`src/rtl/fetch_ctrl_if.sv`:
```
// Control bundle between fetch_ctrl and its neighbours: harness start/done,
// decode/branch requests in, fetch-stage controls and status out.
interface fetch_ctrl_if #(
    parameter int CW = 16
);
    logic          Start;
    logic          HaltReq;
    logic          Stall;
    logic          BrTaken;
    logic [7:0]    BrDest;
    logic          StepEn;
    logic          StepPulse;
    logic          Init;
    logic          Halt;
    logic          Branch;
    logic [7:0]    Target;
    logic          Busy;
    logic          Done;
    logic [CW-1:0] FetchCount;

    modport master (
        output Start, HaltReq, Stall, BrTaken, BrDest, StepEn, StepPulse,
        input  Init, Halt, Branch, Target, Busy, Done, FetchCount
    );

    modport slave (
        input  Start, HaltReq, Stall, BrTaken, BrDest, StepEn, StepPulse,
        output Init, Halt, Branch, Target, Busy, Done, FetchCount
    );
endinterface

```
`src/rtl/fetch_ctrl.sv`:
```
// Fetch-stage sequencer: start/init/run/drain/done lifecycle, merging stalls,
// single-step and taken branches (with one pending-branch slot) into PC controls.
module fetch_ctrl #(
    parameter int INIT_CYCLES  = 2,
    parameter int DRAIN_CYCLES = 3,
    parameter int CW           = 16
) (
    input  logic         CLK,
    input  logic         RST_n,
    fetch_ctrl_if.slave  bus
);
    localparam int MAXC = (INIT_CYCLES > DRAIN_CYCLES) ? INIT_CYCLES : DRAIN_CYCLES;
    localparam int TW   = (MAXC > 1) ? $clog2(MAXC) : 1;

    typedef enum logic [2:0] {IDLE, INIT, RUN, DRAIN, DONE} state_t;

    state_t        state, nstate;
    logic          start_q;
    logic [TW-1:0] tmr;
    logic [CW-1:0] fcnt;
    logic          pend_v, pend_v_nxt, pend_set;
    logic [7:0]    pend_dest, last_tgt;
    logic          hold, inc;
    logic          init_o, halt_o, br_o;
    logic [7:0]    tgt_o;

    always_ff @(posedge CLK or negedge RST_n) begin
        if (!RST_n) state <= IDLE;
        else        state <= nstate;
    end

    always_comb begin
        nstate     = state;
        init_o     = 1'b0;
        halt_o     = 1'b1;
        br_o       = 1'b0;
        tgt_o      = last_tgt;
        inc        = 1'b0;
        pend_set   = 1'b0;
        pend_v_nxt = pend_v;
        hold       = bus.Stall | (bus.StepEn & ~bus.StepPulse);
        case (state)
            IDLE: if (bus.Start && !start_q) nstate = INIT;
            INIT: begin
                init_o = 1'b1;
                halt_o = 1'b0;
                if (tmr == '0) nstate = RUN;
            end
            RUN: begin
                halt_o = hold;
                if (bus.HaltReq) begin
                    halt_o     = 1'b1;
                    pend_v_nxt = 1'b0;
                    nstate     = DRAIN;
                end else begin
                    inc = ~hold;
                    if (!hold && pend_v) begin
                        br_o  = 1'b1;
                        tgt_o = pend_dest;
                    end else if (!hold && bus.BrTaken) begin
                        br_o  = 1'b1;
                        tgt_o = bus.BrDest;
                    end
                    // A new branch that cannot issue now takes the pending slot,
                    // replacing an older pending one or refilling a just-issued one.
                    if (bus.BrTaken && (hold || pend_v)) begin
                        pend_set   = 1'b1;
                        pend_v_nxt = 1'b1;
                    end else if (!hold) begin
                        pend_v_nxt = 1'b0;
                    end
                end
            end
            DRAIN: if (tmr == '0) nstate = DONE;
            DONE:  if (!bus.Start) nstate = IDLE;
            default: nstate = IDLE;
        endcase
    end

    always_ff @(posedge CLK or negedge RST_n) begin
        if (!RST_n) begin
            start_q   <= 1'b0;
            tmr       <= '0;
            fcnt      <= '0;
            pend_v    <= 1'b0;
            pend_dest <= '0;
            last_tgt  <= '0;
        end else begin
            start_q <= bus.Start;
            if (nstate != state && nstate == INIT)       tmr <= TW'(INIT_CYCLES - 1);
            else if (nstate != state && nstate == DRAIN) tmr <= TW'(DRAIN_CYCLES - 1);
            else if (tmr != '0)                          tmr <= tmr - 1'b1;
            if (state == INIT) begin
                fcnt   <= '0;
                pend_v <= 1'b0;
            end else if (state == RUN) begin
                if (inc) fcnt <= fcnt + 1'b1;
                pend_v <= pend_v_nxt;
                if (pend_set) pend_dest <= bus.BrDest;
                if (br_o)     last_tgt  <= tgt_o;
            end
        end
    end

    assign bus.Init       = init_o;
    assign bus.Halt       = halt_o;
    assign bus.Branch     = br_o;
    assign bus.Target     = tgt_o;
    assign bus.Busy       = (state != IDLE) && (state != DONE);
    assign bus.Done       = (state == DONE);
    assign bus.FetchCount = fcnt;
endmodule
```
`src/flat_wrapper.sv`:
```
// flat-port wrapper written by rule: the top's interface ports become plain ports
module fetch_ctrl_flat 
#(
    parameter int INIT_CYCLES  = 2,
    parameter int DRAIN_CYCLES = 3,
    parameter int CW           = 16
)
  (CLK, RST_n, bus_Start, bus_HaltReq, bus_Stall, bus_BrTaken, bus_BrDest, bus_StepEn, bus_StepPulse, bus_Init, bus_Halt, bus_Branch, bus_Target, bus_Busy, bus_Done, bus_FetchCount);
  fetch_ctrl_if #(.CW(CW)) bus_i ();
  input  logic CLK;
  input  logic RST_n;
  input wire logic [$bits(bus_i.Start)-1:0] bus_Start;
  input wire logic [$bits(bus_i.HaltReq)-1:0] bus_HaltReq;
  input wire logic [$bits(bus_i.Stall)-1:0] bus_Stall;
  input wire logic [$bits(bus_i.BrTaken)-1:0] bus_BrTaken;
  input wire logic [$bits(bus_i.BrDest)-1:0] bus_BrDest;
  input wire logic [$bits(bus_i.StepEn)-1:0] bus_StepEn;
  input wire logic [$bits(bus_i.StepPulse)-1:0] bus_StepPulse;
  output wire logic [$bits(bus_i.Init)-1:0] bus_Init;
  output wire logic [$bits(bus_i.Halt)-1:0] bus_Halt;
  output wire logic [$bits(bus_i.Branch)-1:0] bus_Branch;
  output wire logic [$bits(bus_i.Target)-1:0] bus_Target;
  output wire logic [$bits(bus_i.Busy)-1:0] bus_Busy;
  output wire logic [$bits(bus_i.Done)-1:0] bus_Done;
  output wire logic [$bits(bus_i.FetchCount)-1:0] bus_FetchCount;
  assign bus_i.Start = bus_Start;
  assign bus_i.HaltReq = bus_HaltReq;
  assign bus_i.Stall = bus_Stall;
  assign bus_i.BrTaken = bus_BrTaken;
  assign bus_i.BrDest = bus_BrDest;
  assign bus_i.StepEn = bus_StepEn;
  assign bus_i.StepPulse = bus_StepPulse;
  assign bus_Init = bus_i.Init;
  assign bus_Halt = bus_i.Halt;
  assign bus_Branch = bus_i.Branch;
  assign bus_Target = bus_i.Target;
  assign bus_Busy = bus_i.Busy;
  assign bus_Done = bus_i.Done;
  assign bus_FetchCount = bus_i.FetchCount;
  fetch_ctrl #(.INIT_CYCLES(INIT_CYCLES), .DRAIN_CYCLES(DRAIN_CYCLES), .CW(CW)) u_core (.CLK(CLK), .RST_n(RST_n), .bus(bus_i));
endmodule
```
`config.mk`:
```
export PLATFORM = sky130hd
export DESIGN_NAME = fetch_ctrl_flat
export DESIGN_NICKNAME = d
export VERILOG_FILES = /design/src/rtl/fetch_ctrl_if.sv /design/src/rtl/fetch_ctrl.sv /design/src/flat_wrapper.sv
export SDC_FILE = /design/constraint.sdc
export NUM_CORES = 1
export LEC_CHECK = 0
export CORE_UTILIZATION = 54
export DETAILED_ROUTE_END_ITERATION = 10
export PLACE_DENSITY_LB_ADDON = 0.1
export SYNTH_ARGS = -nofsm -noshare
export SYNTH_HDL_FRONTEND = slang
export SYNTH_SLANG_ARGS = --single-unit
```
`constraint.sdc`:
```
create_clock -name CLK -period 7.4 [get_ports CLK]
set_clock_uncertainty 0.15 [all_clocks]
set_input_delay 2.22 -clock CLK [delete_from_list [all_inputs] [get_ports CLK]]
set_output_delay 2.22 -clock CLK [all_outputs]
set_load 0.02 [all_outputs]
```
# --- Word-level counts from Yosys, hierarchy flattened ---
# Cells that the tools add are included.
op_classes:
  n_addsub: 2
  eq_ne: 9
  muxes: 33
  bitwise_logic: 5
  reduce_logical: 21
ops:
  columns: ["op", "n"]
  rows:
  - ["2-to-1 mux 16 bit", 3]
  - ["2-to-1 mux 8 bit", 4]
  - ["adder 16 x 1 -> 16 bit (second input constant)", 1]
  - ["2-to-1 mux 1 bit", 16]
  - ["2-to-1 mux 3 bit", 5]
  - ["case mux 3 bit (5 select lines)", 1]
  - ["== test 3 x 2 -> 1 bit (second input constant)", 3]
  - ["logical AND 1 bit", 7]
  - ["== test 3 x 1 -> 1 bit (second input constant)", 2]
  - ["2-to-1 mux 2 bit", 3]
  - ["AND reduction 3 bit", 2]
  - ["nonzero test 2 bit", 3]
  - ["nonzero test 3 bit", 2]
  - ["!= test 4 bit (second input constant)", 1]
  - ["AND reduction 2 bit", 2]
  - ["== test 3 bit (second input constant)", 1]
  - ["zero test 3 bit", 1]
  - ["!= test 3 bit", 1]
  - ["!= test 3 bit (second input constant)", 1]
  - ["inverter 1 bit", 3]
  - ["zero test 1 bit", 2]
  - ["zero test 2 bit", 1]
  - ["case mux 1 bit (2 select lines)", 1]
  - ["subtractor 2 x 1 -> 2 bit (second input constant)", 1]
  - ["other kinds (3)", 3]
totals:
  reg_bits: 39
  output_inout_bits: 29

# --- Depth between registers and ports, before layout ---
# Gate-level depths: netlist of the first run.
depth:
  ltp_word: 10
  depth_mapped: 6
  ltp_nobuf: 5

# --- Worst setup path after synthesis of the first run ---
# OpenSTA, ideal clock, no wires.
synth_timing:
  path_type: "input -> output"
  from: "in bus_HaltReq"
  to: "out bus_Target[6]"
  t_arrival_ns: 3.640
  t_required_ns: 5.030
  setup_slack_ns: 1.390
  cell_stages: 4
  cell_sequence: "nor4b_4 > nand3_2 > nor2_1 > a2bb2oi_1"
synth_via:
  elab_chain_cells: 2
synth_rtl:
  columns: ["element", "line_no", "rtl"]
  rows:
  - ["from (decl)", "flat_wrapper.sv:13", "input wire logic [$bits(bus_i.HaltReq)-1:0] bus_HaltReq;"]
  - ["2-to-1 mux 8 bit", "fetch_ctrl.sv:51", "if (bus.HaltReq) begin"]
  - ["2-to-1 mux 8 bit", "fetch_ctrl.sv:42", "case (state)"]
  - ["to (decl)", "flat_wrapper.sv:22", "output wire logic [$bits(bus_i.Target)-1:0] bus_Target;"]
# No other way between the ends.

# --- Worst setup path in the final report of the first run ---
layout_timing:
  from: "in bus_HaltReq"
  to: "out bus_Target[5]"
# The elaborated chain is that of the path after synthesis.

==> results of run 1 <==
[report_power, final]
part	internal, mW	total, mW	switching [mW]
Clock	0.0850	0.157	0.0718
Sequential	0.261	0.309	0.0475
Combinational	0.128	0.261	0.134
[critical path, cell delays in order]
cell             delay [ns]
clkdlybuf4s50_1        0.48
or4b_2                 0.71
nor3_2                 0.13
buf_4                  0.21
a32o_1                 0.22
a221o_1                0.14
clkdlybuf4s50_1        0.60
[final cells by class]
type,count,share of cell area
repair buffers,47,0.175
multi-input cells,135,0.380
flip-flops and latches,39,0.372
well taps,48,0.0229
inverters,8,0.0115
clock buffers,8,0.0382
[final timing paths]
kind | startpoint | end | cells after the start
max | bus_HaltReq | bus_Target[5] | 7
min | u_core.bus.FetchCount[15] | u_core.bus.FetchCount[15] | 1
max reg2reg | u_core.bus.FetchCount[0] | u_core.bus.FetchCount[12] | 5
min reg2reg | u_core.bus.FetchCount[15] | u_core.bus.FetchCount[15] | 1
max in group asynchronous | RST_n | u_core.bus.FetchCount[15] | 1
min in group asynchronous | RST_n | u_core.bus.FetchCount[6] | 1
[sequential cells by signal, indices dropped and copies added (netlist names)]
signal / count
u_core.state: 3
u_core.bus.FetchCount: 16
u_core.pend_dest: 8
u_core.start_q: 1
u_core.pend_v: 1
u_core.last_tgt: 8
u_core.tmr: 2
[cell families (layout without fill, tap and decap cells)]
group	Yosys count	count (layout)	synth area share
and+or+nand+nor	65	65	0.192
adders and majority gates	2	2	0.0121
xor gates and xnor gates	6	6	0.0255
DFF	39	39	0.474
muxes	9	9	0.0486
AOI/OAI and AO/OA	53	53	0.205
buffers and inverters	19	63	0.0431
[synth_stat cells (all sizes together), types with 2 or more instances]
| cell | count | share of area |
|---|---|---|
| dfrtp | 39 | 0.47 |
| a221o | 14 | 0.068 |
| nand2 | 13 | 0.024 |
| nor2 | 12 | 0.022 |
| a21oi | 10 | 0.024 |
| a32o | 8 | 0.039 |
| buf | 8 | 0.023 |
| inv | 8 | 0.015 |
| mux2 | 8 | 0.044 |
| nand3 | 8 | 0.022 |
| o21ai | 8 | 0.019 |
| o31ai | 5 | 0.018 |
| or3 | 5 | 0.017 |
| or4 | 5 | 0.018 |
| xnor2 | 4 | 0.017 |
| clkbuf | 3 | 0.0055 |
| nand4 | 3 | 0.0091 |
| nor2b | 3 | 0.013 |
| nor4 | 3 | 0.0091 |
| or4b | 3 | 0.015 |
| a21boi | 2 | 0.0073 |
| a2bb2oi | 2 | 0.0085 |
| ha | 2 | 0.012 |
| nor3 | 2 | 0.0073 |
| o311ai | 2 | 0.012 |
| xor2 | 2 | 0.0085 |
[through the flow]
stage | instance area, um^2 | hold slack, ns
final | 2620 | 0.328
after global routing | 2620 | 0.358
after CTS | 2620 | 0.338
after detailed placement | 2520 | 0.328
after global placement | 2520 | 0.318
after floorplan | 2060 | 0.324
[per-layer routing]
metal / part of all wire / GRT usage / up-vias
li1: - / - / 825
met1: 0.44 / 0.296 / 895
met2: 0.51 / 0.431 / 41
met3: 0.034 / 0.0429 / 5
met4: 0.012 / 0.111 / 0
met5: 0 / 0 / -
==> results.cfg, run 1 <==
[outcome]
status = completed

[final_layout]
layout_commonest_cell = clkdlybuf4s50_1
seqCellArea_um2 = 976
synthToLayoutAreaGrowth_pct = 27.1
n_antenna_cell = 0
multiInputGateArea_um2 = 996
final_core_util = 0.716
drive_above_1_share = 0.131
layout.cells.non_filler = 285
fillers = 280
num-nets-final = 254
final_cell_mix = clkdlybuf4s50_1 (43), dfrtp_1 (39), a221o_1 (14)

[power]
powerDensity_nw_per_um2 = 277
leakage_nw = 1.02
totalPowerFinal_mw = 0.727
ir_drop_mv = 0.183

[sta]
setup_violations = 0
finalSetupTns_ns = 0
fmax_mhz = 141
hold_violations = 0
setup_ws_ns = 0.311
finalCritPeriodShare = 0.958
slew_headroom = 0.398
worst_slew_pin_slew_ns = 0.900
grt_setup_unrepaired = no
finalCriticalPeriod_ns = 7.09
slew_viol_final = 0

[route]
dr_total_vias = 1766
drt-total-wl_um = 4570
viasPerCell = 6.20
ant_nets = 0
wl_per_cell_um = 16.0
drc = 0
drt-initial-drc-count = 92
firstDrtPassIters = 4

[global_route]
grt_max_degree = 40
grt_overflow = 0
first_global_vias = 1720
grtUsageTotal = 0.247
grt_first_pass_wirelength_um = 7710
antenna_found_initial = 0

[synth]
ys_seq_area_frac = 0.474
async_reset_ff_frac = 1.00
synth-main-ff-cell = dfrtp_1
synth_cells = 193
syn_area_um2 = 2060
synth-edff-count = 0
avgSynthCellArea_um2 = 10.7
synth.distinct_cells = 46
ys_ff_latch = 39
synth_nets = 211
yosysWarnings = 0

[clock_network]
post_cts_buffers = 0
cts.sinks = 39
clk_pin_slew_ns = 0.07
cts-htree-levels = 2
cts_made_buffers = 5
cts_tree = built
clkLatencyLatePin_ns = 0.29
cts_resized = 0
root_buffer = clkbuf_8
hold_buffers = 0
clockBufferDepth = 2

[place]
port_buffers = 44
gp_congestion = 0.872
dp_slack_ns = 0.333
dp.cells = 277
dp_hpwl_um = 3270

[critical_path]
path_max_fanout = 11
cp.arrival_ns = 4.72
r2r_slack_ns = 5.06
critPathKind = in -> out
endpoint_kind = output pin
cp.required_ns = 5.03
worst_setup_path_start_kind = input port

[floorplan]
ios = 45
start_util = 0.563
coreArea_um2 = 3660
die_y_um = 63.8
core.rowCount = 22
die_x_um = 63.8
fp.dieArea_um2 = 4070

[min_path]
hold_class = reg -> reg

[flow_run]
maxCapViolations = 0
Note: power is estimated with default switching activity, not from simulation.
==> run 2: changes to the inputs <==
==> constraint.sdc (replaced) <==
create_clock -name CLK -period 7.4 [get_ports CLK]
set_clock_uncertainty 0.15 [all_clocks]
set_input_delay 2.22 -clock CLK [delete_from_list [all_inputs] [get_ports CLK]]
set_output_delay 2.22 -clock CLK [all_outputs]
set_load 0.01 [all_outputs]
==> run 2 against run 1 <==
  * Via count rose by 0.28%
  * Clock-buffer cell count fell by 2
  * Global-route usage rose by 1.4 points
  * Flip-flop and latch count did not move
  * Register-to-register slack got worse by 0.08 ns
  * Final area fell by 0.48%
  * Routed wire length rose by 4.1%
  * Sequential share of layout area rose by 0.18 points
  * First-iteration DRC count rose by 85%
  * Maximum frequency rose by 0.73%
  * Setup slack improved by 0.051 ns
  * Critical path depth did not move
  * Largest cell class unchanged
  * Highest routed layer unchanged
==> results.cfg, run 2 (synthesis gave the netlist of run 1 again) <==
[critical_path]
endpoint_kind = output pin
r2r-start = u_core.state[2]
critPathKind = in -> out
path_max_fanout = 11
r2r_end = u_core.bus.FetchCount[13]
crit_start = bus_HaltReq
path_cells = clkdlybuf4s50_1 > or4b_2 > nor3_2 > buf_4 > a32o_1 > a221o_1 > clkdlybuf4s50_1
cp.required_ns = 5.03
worst_setup_path_start_kind = input port
r2r_slack_ns = 4.98
ff2ff_path_depth = 5
max_stage_delay_ns = 0.71
crit_top_cell = clkdlybuf4s50_1
cp.arrival_ns = 4.67
worst_path_max_delay_cell = or4b_2

[floorplan]
ios = 45
die_y_um = 63.8
core.rowCount = 22
fp.dieArea_um2 = 4070
start_util = 0.563
die_x_um = 63.8
coreArea_um2 = 3660

[clock_network]
cts_tree = built
clkLatencyLatePin_ns = 0.29
cts_made_buffers = 5
clk_pin_slew_ns = 0.07
hold_buffers = 0
post_cts_buffers = 0
cts.sinks = 39
clockBufferDepth = 2
root_buffer = clkbuf_8
cts_resized = 0
cts-htree-levels = 2

[place]
dp_slack_ns = 0.381
gp_congestion = 0.768
dp_hpwl_um = 3370
port_buffers = 44
placed_area_um2 = 2520

[power]
leakage_nw = 1.01
clock_power_share = 0.207
powerDensity_nw_per_um2 = 268
switching_power_mw = 0.237
pwr-share-seq = 0.440
combinationalPowerShare = 0.353
p_int_mw = 0.462
switching_share = 0.339
ir_drop_mv = 0.197

[sta]
hold_violations = 0
finalCritPeriodShare = 0.951
worst_slew_pin_slew_ns = 0.938
setup_ws_ns = 0.362
setup_violations = 0
hold_ws_ns = 0.337
slew_headroom = 0.373
finalCriticalPeriod_ns = 7.04
finalSetupTns_ns = 0
slew_viol_final = 0
grt_setup_unrepaired = no
fmax_mhz = 142

[route]
ant_nets = 0
drt-initial-drc-count = 170
viasPerCell = 6.24
firstDrtPassIters = 5
dr_total_vias = 1771
drc = 0
wl_per_cell_um = 16.8
drt-total-wl_um = 4760

[final_layout]
n_antenna_cell = 0
synthToLayoutAreaGrowth_pct = 26.5
final_cell_mix = clkdlybuf4s50_1 (43), dfrtp_1 (39), a221o_1 (14)
final_core_util = 0.712
num-nets-final = 254
drive_above_1_share = 0.131
post-route-cell-area_um2 = 2610
fillers = 281
largest_reg_flops = 16
layout_commonest_cell = clkdlybuf4s50_1

[flow_run]
maxCapViolations = 0

[min_path]
hold_class = reg -> reg
min_to = u_core.bus.FetchCount[15]
min_path_cells = 1
min_from = u_core.bus.FetchCount[15]

[outcome]
status = completed

[global_route]
first_global_vias = 1859
grt_first_pass_wirelength_um = 8190
grtUsageTotal = 0.261
antenna_found_initial = 0
grt_overflow = 0
grt_max_degree = 40
## run 2: cell types whose count changed in the layout (fill, tap and decap cells not counted), sizes merged
cell,change
clkinv,+1
clkbuf,-2
## run 2: cell type report
type / count / area (um^2) / area share
inverters: 8 / 30.0 / 0.0115
clock inverters: 1 / 5.00 / 0.00192
repair buffers: 47 / 458 / 0.176
well taps: 48 / 60.1 / 0.0230
multi-input cells: 135 / 996 / 0.382
clock buffers: 6 / 82.6 / 0.0317
flip-flops and latches: 39 / 976 / 0.374
## run 2: worst max-delay path: cells and delay by family
kind	cells	cell delay (ns)
buffers and inverters	3	1.25
AO/OA/AOI/OAI	2	0.34
AND/OR/NAND/NOR	2	0.86
## run 2: per-layer routing
layer  GRT usage  share of wire  vias to the layer above
met3      0.0625          0.046                        9
met5           0              0                        -
li1            -              -                      825
met1       0.300           0.42                      874
met2       0.451           0.52                       63
met4       0.128          0.016                        0
## run 2: metrics by stage
step	cells	total power, mW
after floorplan	193	0.459
after global placement	277	0.542
after detailed placement	277	0.559
after CTS	284	0.706
after global routing	284	0.741
final	284	0.700
## run 2: worst max path at each step
| stage | end | slack [ns] | depth (start not counted) |
|---|---|---|---|
| 5_1_grt | bus_Target[2] | 0.24 | 6 |
| 6_report | bus_Target[5] | 0.36 | 7 |
| 4_1_cts | bus_Target[3] | 0.37 | 7 |
| 2_1_floorplan | bus_Target[0] | 1.50 | 5 |
| 3_5_place_dp | bus_Target[3] | 0.38 | 7 |
| 3_3_place_gp | bus_Target[5] | 0.44 | 7 |
## run 2: power by group through the flow
stage / clock, mW / sequential (mW) / combinational [mW]
finish: 0.145 / 0.308 / 0.247
global route: 0.156 / 0.314 / 0.271
CTS: 0.149 / 0.307 / 0.250
detailed placement: 0 / 0.311 / 0.248
global placement: 0 / 0.306 / 0.236
floorplan: 0 / 0.297 / 0.162
==> run 3: changes to the inputs <==
--- a/config.mk
+++ b/config.mk
@@ -6,6 +6,7 @@
 export NUM_CORES = 1
 export LEC_CHECK = 0
 export CORE_UTILIZATION = 54
+export CTS_CLUSTER_SIZE = 28
 export DETAILED_ROUTE_END_ITERATION = 10
 export PLACE_DENSITY_LB_ADDON = 0.1
 export SYNTH_ARGS = -nofsm -noshare
==> results of run 3 <==
No change in the layout: final DEF, timing and power equal those of run 2.
